File: src/rtl/count_req_arbiter.sv
// count_req_arbiter
//   Serializes NUM_REQ requesters onto one shared call counter while also
//   keeping a private call counter per requester. Each granted request bumps
//   both counters and returns a one-cycle response with the updated values.
//   Arbitration is round-robin, starting from the requester after the last
//   one served.
//
// Ports
//   clk          rising-edge clock
//   rst          synchronous active-high reset (dominates everything)
//   req          per-requester request level, held until ack
//   ack          one-hot, one-cycle pulse to the served requester
//   clr          synchronous clear of shared and private counters
//   resp_valid   one-cycle pulse, response fields valid
//   resp_id      index of the served requester
//   resp_shared  shared counter value after this increment
//   resp_local   served requester's private counter after this increment
//   busy         high while a transaction is in flight (GRANT/RESP)
module count_req_arbiter #(
  parameter int NUM_REQ = 4,
  parameter int CNT_W   = 8,
  parameter int ID_W    = $clog2(NUM_REQ)
) (
  input  logic               clk,
  input  logic               rst,
  input  logic [NUM_REQ-1:0] req,
  output logic [NUM_REQ-1:0] ack,
  input  logic               clr,
  output logic               resp_valid,
  output logic [ID_W-1:0]    resp_id,
  output logic [CNT_W-1:0]   resp_shared,
  output logic [CNT_W-1:0]   resp_local,
  output logic               busy
);

  typedef enum logic [1:0] {S_IDLE, S_GRANT, S_RESP} state_t;

  // One extra bit so rr_ptr + offset never overflows before the wrap compare.
  localparam int              IW        = ID_W + 1;
  localparam logic [IW-1:0]   NUM_REQ_W = IW'(NUM_REQ);
  localparam logic [ID_W-1:0] LAST_ID   = ID_W'(NUM_REQ - 1);

  state_t               state_q, state_d;
  logic [ID_W-1:0]      rr_q, rr_d;
  logic [ID_W-1:0]      cur_id_q, cur_id_d;
  logic [CNT_W-1:0]     shared_q, shared_d;
  logic [CNT_W-1:0]     priv_q [NUM_REQ];
  logic [CNT_W-1:0]     priv_d [NUM_REQ];
  logic [NUM_REQ-1:0]   ack_q, ack_d;
  logic                 resp_valid_q, resp_valid_d;
  logic [ID_W-1:0]      resp_id_q, resp_id_d;
  logic [CNT_W-1:0]     resp_shared_q, resp_shared_d;
  logic [CNT_W-1:0]     resp_local_q, resp_local_d;
  logic                 busy_q, busy_d;

  logic                 found;
  logic [IW-1:0]        idx;
  logic [CNT_W-1:0]     shared_inc;
  logic [CNT_W-1:0]     local_inc;

  always_comb begin
    state_d       = state_q;
    rr_d          = rr_q;
    cur_id_d      = cur_id_q;
    shared_d      = shared_q;
    priv_d        = priv_q;
    ack_d         = '0;
    resp_valid_d  = 1'b0;
    resp_id_d     = resp_id_q;
    resp_shared_d = resp_shared_q;
    resp_local_d  = resp_local_q;
    found         = 1'b0;
    idx           = '0;
    shared_inc    = shared_q + 1'b1;
    local_inc     = priv_q[cur_id_q] + 1'b1;

    case (state_q)
      S_IDLE: begin
        // Scan rr_ptr, rr_ptr+1, ... with an explicit wrap so that
        // non-power-of-two NUM_REQ never selects an index >= NUM_REQ.
        for (int unsigned i = 0; i < NUM_REQ; i++) begin
          idx = {1'b0, rr_q} + IW'(i);
          if (idx >= NUM_REQ_W) idx = idx - NUM_REQ_W;
          if (!found && req[idx[ID_W-1:0]]) begin
            found    = 1'b1;
            cur_id_d = idx[ID_W-1:0];
          end
        end
        if (found) state_d = S_GRANT;
      end
      S_GRANT: begin
        shared_d           = shared_inc;
        priv_d[cur_id_q]   = local_inc;
        // Response is registered here so it is presented during RESP;
        // a coincident clr forces the reported values to zero as well.
        resp_shared_d      = clr ? '0 : shared_inc;
        resp_local_d       = clr ? '0 : local_inc;
        resp_id_d          = cur_id_q;
        resp_valid_d       = 1'b1;
        ack_d[cur_id_q]    = 1'b1;
        state_d            = S_RESP;
      end
      S_RESP: begin
        rr_d    = (cur_id_q == LAST_ID) ? '0 : cur_id_q + ID_W'(1);
        state_d = S_IDLE;
      end
      default: state_d = S_IDLE;
    endcase

    if (clr) begin
      shared_d = '0;
      for (int unsigned i = 0; i < NUM_REQ; i++) priv_d[i] = '0;
    end

    busy_d = (state_d != S_IDLE);
  end

  always_ff @(posedge clk) begin
    if (rst) begin
      state_q       <= S_IDLE;
      rr_q          <= '0;
      cur_id_q      <= '0;
      shared_q      <= '0;
      for (int unsigned i = 0; i < NUM_REQ; i++) priv_q[i] <= '0;
      ack_q         <= '0;
      resp_valid_q  <= 1'b0;
      resp_id_q     <= '0;
      resp_shared_q <= '0;
      resp_local_q  <= '0;
      busy_q        <= 1'b0;
    end else begin
      state_q       <= state_d;
      rr_q          <= rr_d;
      cur_id_q      <= cur_id_d;
      shared_q      <= shared_d;
      for (int unsigned i = 0; i < NUM_REQ; i++) priv_q[i] <= priv_d[i];
      ack_q         <= ack_d;
      resp_valid_q  <= resp_valid_d;
      resp_id_q     <= resp_id_d;
      resp_shared_q <= resp_shared_d;
      resp_local_q  <= resp_local_d;
      busy_q        <= busy_d;
    end
  end

  assign ack         = ack_q;
  assign resp_valid  = resp_valid_q;
  assign resp_id     = resp_id_q;
  assign resp_shared = resp_shared_q;
  assign resp_local  = resp_local_q;
  assign busy        = busy_q;

endmodule

File: config.mk
export PLATFORM = sky130hd
export DESIGN_NAME = count_req_arbiter
export DESIGN_NICKNAME = d
export VERILOG_FILES = /design/src/rtl/count_req_arbiter.sv
export SDC_FILE = /design/constraint.sdc
export NUM_CORES = 1
export LEC_CHECK = 0
export CAP_MARGIN = 20
export CORE_ASPECT_RATIO = 0.8
export CORE_MARGIN = 2
export CORE_UTILIZATION = 40
export CTS_BUF_LIST = sky130_fd_sc_hd__clkbuf_8
export CTS_CLUSTER_DIAMETER = 120
export DETAILED_ROUTE_END_ITERATION = 7
export SLEW_MARGIN = 15
export SYNTH_ARGS = -nofsm -noshare
export SYNTH_HDL_FRONTEND = slang
export SYNTH_SLANG_ARGS = --single-unit
File: constraint.sdc
create_clock -name clk -period 2.6 [get_ports clk]
set_input_delay 0.39 -clock clk [delete_from_list [all_inputs] [get_ports clk]]
set_output_delay 0.39 -clock clk [all_outputs]
set_load 0.01 [all_outputs]
==> results by group, run 1 <==
Status
  – Outcome: finished, final reports clean

GRT
  – Total track usage: ~17%
  – Remaining Overflow, GRT: 0
  – Number of global-route vias before repair: 2092
  – First-pass GRT wire length: roughly 11 mm
  – Antenna violations before repair: 0
  – Pin count of the biggest net entering global routing: 30

Cells and area
  – Nets@finish: between 300 and 400
  – Layout cell share with drive strength beyond 1: 9.78%
  – Non-filler cells, final: between 400 and 500
  – Area Growth Syn to Fin: 21.3%
  – Diodes inserted: 0
  – Finished Cell Area: between 3000 and 4000 um2

Yosys
  – FF+latch count, synth: 69
  – Synth warn: 0
  – Syn Area/Cell: about 9 um2
  – Ys async rst share: 0%
  – Synth unique cells: 37
  – Area of the mapped netlist: around 3000 um2
  – Simple-Gate Fraction of Synth Area: approximately 19%
  – Main combinational cell family by area after synthesis: simple AND/OR/NAND/NOR gates
  – Post-synthesis sequential area ratio: 47.3%
  – Number of flops mapped to enable cells by yosys: 0
  – Post-synth top flop: dfxtp_1
  – Syn Nets: ~330
  – Xor/xnor cell area share of the yosys netlist: between 4 and 5%
  – Cells after Synth: ~320
  – Synth Area in Adders: approximately 2.6%
  – Post-synthesis mux area share: 7.50%
  – Synth Area in Compound Gates: 15.3%

Placed design
  – Routability cong.: just under 0.8
  – # placed instances: 430
  – I/O Buffers: 30
  – Detailed Place HPWL: 4.39 mm
  – Post-Place Cell Area: 3330 um2

Worst setup path
  – Crit start category: flop
  – Delay-heaviest family, CP: multiplexers
  – Critical path arrival: roughly 2400 ps
  – CP max stage delay: roughly 660 ps
  – CP max FO: 7
  – Crit. End Element: flop
  – Critical Path RT: around 2800 ps
  – CP Class: reg -> reg
  – Worst-path cell chain: mux4_1 -> ha_1 -> nand2_1 -> nor2_1 -> xnor2_1 -> a211oi_1
  – Worst path buffer plus inverter count: 0
  – Slowest-stage cell, CP: mux4_1

Flow run
  – Max cap viols: 0

CTS
  – CTS tree: built
  – CTS clk-pin slew, worst paths: 70 ps
  – Total CTS buffers: 9
  – Root buf cell: clkbuf_8
  – Post-CTS setup buffers: 0
  – H-tree depth: 3
  – Post-CTS Hold Buffers: 0
  – # clock sinks: 69
  – Worst-Skew Late Latency: ~340 ps
  – Post-cts sizing count: 0
  – CTS max path bufs: 2

Die
  – Die Span Y: ~80 um
  – Initial Util: between 40% and 50%
  – Row Count: 27
  – Die area: approximately 8000 um2
  – Io pins: 31
  – Core Region: a little under 7000 um2
  – Die X: around 100 um

Timing
  – Fin crit period: 2240 ps
  – Fin Clk Skew: 5.43 ps
  – Worst-Margin Slew: 834 ps
  – Endpoints failing setup: 0
  – Final Hold Viols: 0
  – RSZ-0062 raised after global routing: no
  – Setup TNS Final: 0 ps
  – Fin. max-slew vios: 0
  – Highest achievable clock rate: 0.446 GHz
  – Period utilization: roughly 86%
  – Relative slew slack: 44.2%

Power
  – Power Total: 0.00225 W
  – Worst VDD drop: roughly 0.34 mV
  – PD cells: around 640 nW/um2
  – P_leak: 1.28 nW

Route
  – DR vias/cell: around 5.2
  – Via count: 2298
  – Total wire length: between 6 and 7 mm
  – Pre-antenna DRT Iters: 4
  – DR DRC count: 0
  – First DRT Iteration DRCs: about 140
  – Remaining antenna violation count: 0
  – WL/cell: roughly 14 um

Worst hold path
  – Worst min-delay path category: reg -> reg
-- sequential cells by signal, summed over array words and instances, names as in the netlist --
signal,flops
state_q,2
rr_q,2
resp_local,8
shared_q,8
resp_id,2
busy,1
ack,4
priv_q,32
cur_id_q,2
resp_shared,8
-- Yosys cell counts (3+ instances only) --
master | count | area, um2
clkbuf_1 | 16 | 60.1
or3_1 | 4 | 25.0
nor3_1 | 6 | 30.0
a211oi_1 | 13 | 97.6
ha_1 | 6 | 75.1
nand2_1 | 29 | 109
and2_1 | 4 | 25.0
o21ai_0 | 19 | 95.1
xnor2_1 | 11 | 96.3
nor2_1 | 60 | 225
or2_2 | 3 | 18.8
mux4_2 | 3 | 67.6
mux4_1 | 5 | 131
xor2_1 | 3 | 26.3
nor2b_1 | 4 | 25.0
nand3_1 | 7 | 35.0
a21oi_1 | 27 | 135
inv_1 | 4 | 15.0
dfxtp_1 | 69 | 1380
a22oi_1 | 6 | 45.0
-- placed cells by master, fill, tap and decap left out, types with 2 or more instances in the layout --
| master | n |
|---|---|
| or2_2 | 3 |
| mux2i_1 | 2 |
| and2_1 | 4 |
| ha_1 | 6 |
| nand2b_1 | 2 |
| dfxtp_1 | 69 |
| nand2_1 | 29 |
| nor2_1 | 60 |
| mux4_2 | 3 |
| o31ai_1 | 2 |
| mux4_1 | 5 |
| a21oi_1 | 27 |
| or3_1 | 4 |
| bufinv_16 | 2 |
| a32o_1 | 2 |
| inv_1 | 5 |
| nand3b_1 | 2 |
| nor2b_1 | 4 |
| o21ai_0 | 19 |
| buf_4 | 10 |
| xnor2_1 | 11 |
| clkbuf_8 | 10 |
| nor3_1 | 6 |
| nand3_1 | 7 |
| clkdlybuf4s50_1 | 30 |
| a22oi_1 | 6 |
| xor2_1 | 3 |
| a211oi_1 | 13 |
-- kinds of logic after synthesis --
kind of cell,count (synthesis)
AND/OR/NAND/NOR,126
AO/OA/AOI/OAI,73
multiplexers,10
XOR/XNOR,15
adder cells (fa/ha/maj),6
buffers and inverters,22
flip-flops,69
-- final timing paths --
path                                     start        endpoint  slack, ps  depth (start not counted)
worst max-delay path               cur_id_q[0]      priv_q[14]        360                          6
worst min-delay path            resp_shared[1]  resp_shared[1]        450                          2
worst max register to register     cur_id_q[0]      priv_q[14]        360                          6
worst min register to register  resp_shared[1]  resp_shared[1]        450                          2
-- tightest hold or removal path: stages (launching register included) --
cell and delay (ps):
dfxtp_1 310, nand2_1 50, a21oi_1 50
-- metrics by stage --
stage	utilization, %	hold slack, ps	setup WS (ps)
2_1_floorplan	-	432	505
3_3_place_gp	47.8	439	415
3_5_place_dp	47.8	445	355
4_1_cts	50.9	454	344
5_1_grt	50.9	481	188
6_report	50.9	453	360
-- power by group --
part	switching, W	internal, W	leakage, nW
registers	0.0000180	0.00108	0.558
logic	0.000124	0.0000838	0.616
clock network	0.000393	0.000556	0.110
total	0.000535	0.00172	1.28
-- layer usage --
metal / vias up / track usage (%) / wire (um) / part of all wire [%]
met2: 43 / 24.6 / 2580 / 41
met5: - / 0 / 0 / 0
met1: 1059 / 24.6 / 3330 / 53
li1: 1191 / - / - / -
met3: 5 / 6.35 / 306 / 4.9
met4: 0 / 3.70 / 43 / 0.69
-- cell type report --
cell class	instances	area (um2)
timing repair buffer	40	375
clock buffer	10	138
sequential	69	1380
multi-input combinational	230	1450
fill	645	3420
tap	87	109
inverter	4	15.0
clock inverter	5	76.3
Note: power is estimated with default switching activity, not from simulation.
==> inputs of run 2 (changes only) <==
Settings changed: SKIP_CTS_REPAIR_TIMING from default to 1.
Clock period 2.6 ns to 2.9 ns, I/O delays scaled along.
==> results by group, run 2 (synthesized netlist as in run 1, its figures left out) <==
Worst setup path
  – Reg2reg start: cur_id_q[0]
  – CP max FO: 9 (+2)
  – CP Class: reg -> reg
  – Crit. End Element: flop
  – Crit start category: flop
  – Critical path origin: cur_id_q[0]
  – Critical path arrival: 2600 ps (+160 ps)
  – Critical Path RT: 3110 ps (+310 ps)

Worst hold path
  – Worst min-delay path category: reg -> reg
  – Hold path startpoint: resp_shared[1]

Route
  – Total wire length: 6.41 mm (+2.3%)
  – DR DRC count: 0 (unchanged)
  – WL/cell: 14.5 um (+2.8%)
  – Via count: 2320 (+0.96%)
  – Remaining antenna violation count: 0 (unchanged)
  – DR vias/cell: 5.24 (+1.4%)
  – First DRT Iteration DRCs: 121 (-14%)
  – Pre-antenna DRT Iters: 4 (unchanged)

Timing
  – Fin Clk Skew: 9.39 ps (+3.96 ps)
  – Highest achievable clock rate: 0.418 GHz (-6.3%)
  – Worst-Margin Slew: 793 ps (-41.5 ps)
  – Relative slew slack: 47.0% (+2.8 points)
  – Endpoints failing setup: 0 (unchanged)
  – Fin crit period: 2390 ps (+152 ps)
  – Setup TNS Final: 0 ps (unchanged)
  – Fin. max-slew vios: 0 (unchanged)
  – Period utilization: 82.5% (-3.7 points)
  – Final Hold Viols: 0 (unchanged)
  – RSZ-0062 raised after global routing: no

Flow run
  – Max cap viols: 0 (unchanged)

Placed design
  – Detailed Place HPWL: 4.28 mm (-2.4%)
  – I/O Buffers: 30 (unchanged)
  – Routability cong.: 0.763 (-1.6%)

Power
  – P_leak: 1.30 nW (+1.0%)
  – Power Total: 0.00221 W (-2.0%)
  – Worst VDD drop: 0.414 mV (+21%)
  – PD cells: 618 nW/um2 (-2.9%)

GRT
  – Remaining Overflow, GRT: 0 (unchanged)
  – Pin count of the biggest net entering global routing: 33 (+10%)
  – First-pass GRT wire length: 10.8 mm (+2.7%)
  – Total track usage: 17.5% (+0.34 points)
  – Number of global-route vias before repair: 2108 (+0.76%)
  – Antenna violations before repair: 0 (unchanged)

Status
  – Outcome: finished, final reports clean

Cells and area
  – Commonest non-fill, non-tap cell in the layout: dfxtp_1
  – Max FFs per register: 32 (unchanged)
  – Diodes inserted: 0 (unchanged)
  – Top reg by flops: priv_q
  – Multi-input logic area: 1450 um2 (unchanged)
  – Area Growth Syn to Fin: 22.5%
  – Fin util: 51.4% (+0.50 points)
  – Nets@finish: 364 (-0.82%)
  – Layout cell share with drive strength beyond 1: 9.55% (-0.23 points)
  – Fill count: 662 (+2.6%)
  – Most frequent cells in the layout: dfxtp_1 (69), nor2_1 (60), clkdlybuf4s50_1 (30)
  – Register Area: 1380 um2 (unchanged)

CTS
  – CTS clk-pin slew, worst paths: 70 ps (about the same)
  – Root buf cell: clkbuf_8
  – Worst-Skew Late Latency: 350 ps (about the same)
  – CTS max path bufs: 2 (unchanged)
  – CTS tree: built
  – H-tree depth: 3 (unchanged)
  – Total CTS buffers: 9 (unchanged)
  – # clock sinks: 69 (unchanged)

Die
  – Die area: 8000 um2 (unchanged)
  – Core Region: 6960 um2 (unchanged)
  – Die Span Y: 80.4 um (unchanged)
  – Row Count: 27 (unchanged)
  – Initial Util: 41.9% (unchanged)
  – Die X: 99.5 um (unchanged)
  – Io pins: 31 (unchanged)
-- run 2: critical path, stage by stage, from the launching register on --
cell	delay, ps
dfxtp_1	650
mux4_1	690
ha_1	270
nand2_1	70
nor2_1	50
xnor2_1	390
a211oi_1	140
-- run 2: power by group --
part           total, W  internal, W  switching [W]
Combinational  0.000181    0.0000717       0.000109
Sequential     0.000986     0.000968      0.0000182
Clock           0.00104     0.000682       0.000361
Total           0.00221      0.00172       0.000488
-- run 2: layer usage --
layer / up-vias / part of all wire (%) / global-route usage (%)
met5: - / 0 / 0
met4: 0 / 1.1 / 4.93
met3: 6 / 4.9 / 6.01
met2: 40 / 42 / 24.8
met1: 1099 / 52 / 25.1
li1: 1175 / - / -
-- run 2: path summary, 6_finish.rpt --
path | end | slack, ps | depth (start not counted)
worst min-delay path | resp_shared[1] | 460 | 2
worst min register to register | resp_shared[1] | 460 | 2
worst max register to register | priv_q[6] | 510 | 6
worst max-delay path | priv_q[6] | 510 | 6
-- run 2: per-stage QoR --
step,setup WS (ps),hold slack (ps),area [um2],cells
after floorplan,805,432,2920,321
after global placement,537,441,3300,427
after detailed placement,483,448,3300,427
after CTS,487,458,3580,443
after global routing,312,475,3580,443
final,508,456,3580,443
-- run 2: layout make-up --
cell class | count | share of cell area (%)
Clock buffer | 10 | 3.85
Clock inverter | 6 | 3.74
Inverter | 4 | 0.420
Multi-Input combinational cell | 230 | 40.4
Sequential cell | 69 | 38.6
Tap cell | 87 | 3.04
Timing Repair Buffer | 37 | 9.87
==> inputs of run 3 (changes only) <==
Clock period 2.9 ns to 2.2 ns, I/O delays scaled along.
==> results by group, run 3 (synthesized netlist as in run 1, its figures left out) <==
Placed design
  – # placed instances: 435 (+1.9%)
  – Routability cong.: 0.773 (+1.3%)
  – Pre-CTS setup slack: 43.2 ps (-440 ps)
  – I/O Buffers: 30 (unchanged)
  – Detailed Place HPWL: 4.54 mm (+6.0%)

Worst hold path
  – Worst min-delay path category: reg -> reg
  – Hold Path Depth: 2 (unchanged)

CTS
  – CTS clk-pin slew, worst paths: 70 ps (about the same)
  – # clock sinks: 69 (unchanged)
  – CTS max path bufs: 2 (unchanged)
  – Worst-Skew Late Latency: 350 ps (about the same)
  – H-tree depth: 3 (unchanged)
  – CTS tree: built
  – Total CTS buffers: 9 (unchanged)
  – Root buf cell: clkbuf_8

Die
  – Core Region: 6960 um2 (unchanged)
  – Die Span Y: 80.4 um (unchanged)
  – Die X: 99.5 um (unchanged)
  – Row Count: 27 (unchanged)
  – Die area: 8000 um2 (unchanged)
  – Initial Util: 41.9% (unchanged)
  – Io pins: 31 (unchanged)

Timing
  – Worst-Margin Slew: 832 ps (+39.1 ps)
  – Setup slack after layout: 103 ps (-405 ps)
  – Fin crit period: 2100 ps (-295 ps)
  – Period utilization: 95.3% (+13 points)
  – Endpoints failing setup: 0 (unchanged)
  – RSZ-0062 raised after global routing: no
  – Fin. max-slew vios: 0 (unchanged)
  – Relative slew slack: 44.3% (-2.6 points)
  – Fin Hold WS: 454 ps (-1.88 ps)
  – Highest achievable clock rate: 0.477 GHz (+14%)
  – Final Hold Viols: 0 (unchanged)
  – Setup TNS Final: 0 ps (unchanged)
  – Fin Clk Skew: 11.1 ps (+1.74 ps)

Worst setup path
  – Delay-heaviest family, CP: multiplexers
  – Worst-path cell chain: mux4_1 -> ha_1 -> nand2_1 -> nor2_1 -> xnor2_2 -> a211oi_1
  – Critical Path RT: 2400 ps (-710 ps)
  – Crit. End Element: flop
  – Setup slack, reg-to-reg: 100 ps (-410 ps)
  – Slowest-stage cell, CP: mux4_1
  – CP max FO: 6 (-3)
  – Reg2Reg Depth: 6 (unchanged)
  – Crit start category: flop
  – Crit path depth: 6 (unchanged)
  – Critical path arrival: 2300 ps (-300 ps)
  – CP max stage delay: 660 ps (-30 ps)
  – Worst path buffer plus inverter count: 0 (unchanged)
  – CP Class: reg -> reg

Route
  – Via count: 2379 (+2.5%)
  – Remaining antenna violation count: 0 (unchanged)
  – DR DRC count: 0 (unchanged)
  – Total wire length: 6.44 mm (+0.55%)
  – DR vias/cell: 5.29 (+0.95%)
  – WL/cell: 14.3 um (-1.0%)
  – Pre-antenna DRT Iters: 4 (unchanged)
  – First DRT Iteration DRCs: 86 (-29%)

Power
  – PD cells: 727 nW/um2 (+18%)
  – P_leak: 1.31 nW (+1.1%)
  – Int Power: 0.00196 W (+14%)
  – Flop pwr share: 49.8% (+5.2 points)
  – Worst VDD drop: 0.437 mV (+5.4%)
  – Switch share: 24.7% (+2.6 points)
  – Comb pwr share: 9.9% (+1.7 points)
  – Clock power share: 40.2% (-7.0 points)
  – NetSw: 0.000643 W (+32%)

Cells and area
  – Top reg by flops: priv_q
  – Layout cell share with drive strength beyond 1: 11.8% (+2.3 points)
  – Diodes inserted: 0 (unchanged)
  – Fin util: 51.4% (about the same)
  – Nets@finish: 372 (+2.2%)
  – Commonest non-fill, non-tap cell in the layout: dfxtp_1
  – Non-filler cells, final: 450 (+1.6%)
  – Most frequent cells in the layout: dfxtp_1 (69), nor2_1 (60), clkdlybuf4s50_1 (30)
  – Max FFs per register: 32 (unchanged)
  – Area Growth Syn to Fin: 22.6% (about the same)

Status
  – Outcome: finished, final reports clean

GRT
  – Pin count of the biggest net entering global routing: 30 (-9.1%)
  – Antenna violations before repair: 0 (unchanged)
  – Remaining Overflow, GRT: 0 (unchanged)
  – Number of global-route vias before repair: 2283 (+8.3%)
  – Total track usage: 17.6% (+0.093 points)
  – First-pass GRT wire length: 10.9 mm (+0.70%)

Flow run
  – Max cap viols: 0 (unchanged)
-- run 3: cell count changes in the layout (fill, tap and decap cells not counted) --
cell / delta
xnor2_1: -2
xnor2_2: +2
buf_4: +8
clkinv_2: +1
clkbuf_8: +1
bufinv_16: -3
clkinvlp_4: +1
clkinv_4: -1
-- run 3: stage by stage --
stage          area (um2)  total power, W
2_1_floorplan        2920         0.00148
3_5_place_dp         3360         0.00158
3_3_place_gp         3360         0.00158
6_report             3580         0.00260
5_1_grt              3580         0.00271
4_1_cts              3560         0.00262
-- run 3: worst register-to-register path, cell delays in order, from the launching register on --
cell and delay [ps]:
dfxtp_1 460, mux4_1 660, ha_1 280, nand2_1 70
nor2_1 60, xnor2_2 300, a211oi_1 130
-- run 3: per-layer routing --
| layer | global-route usage [%] | wire length, um |
|---|---|---|
| met3 | 6.35 | 390 |
| met4 | 5.21 | 73 |
| met1 | 23.8 | 3250 |
| met2 | 26.4 | 2730 |
| met5 | 0 | 0 |
-- run 3: final cells by class --
| cell class | count | area, um2 |
|---|---|---|
| inverters | 4 | 15.0 |
| repair buffers | 45 | 413 |
| multi-input cells | 230 | 1460 |
| fillers | 663 | 3380 |
| well taps | 87 | 109 |
| clock buffers | 11 | 151 |
| flip-flops and latches | 69 | 1380 |
| clock inverters | 4 | 47.5 |
-- run 3: worst paths after layout --
kind | start | end
worst max-delay path | cur_id_q[0] | priv_q[30]
worst min-delay path | priv_q[25] | priv_q[25]
worst max register to register | cur_id_q[0] | priv_q[30]
worst min register to register | priv_q[25] | priv_q[25]
-- run 3: power by group through the flow --
stage	logic, W	clock network (W)	registers [W]
global route	0.000287	0.00113	0.00130
CTS	0.000258	0.00106	0.00130
detailed placement	0.000257	0	0.00133
floorplan	0.000157	0	0.00132
finish	0.000258	0.00105	0.00130
global placement	0.000253	0	0.00133
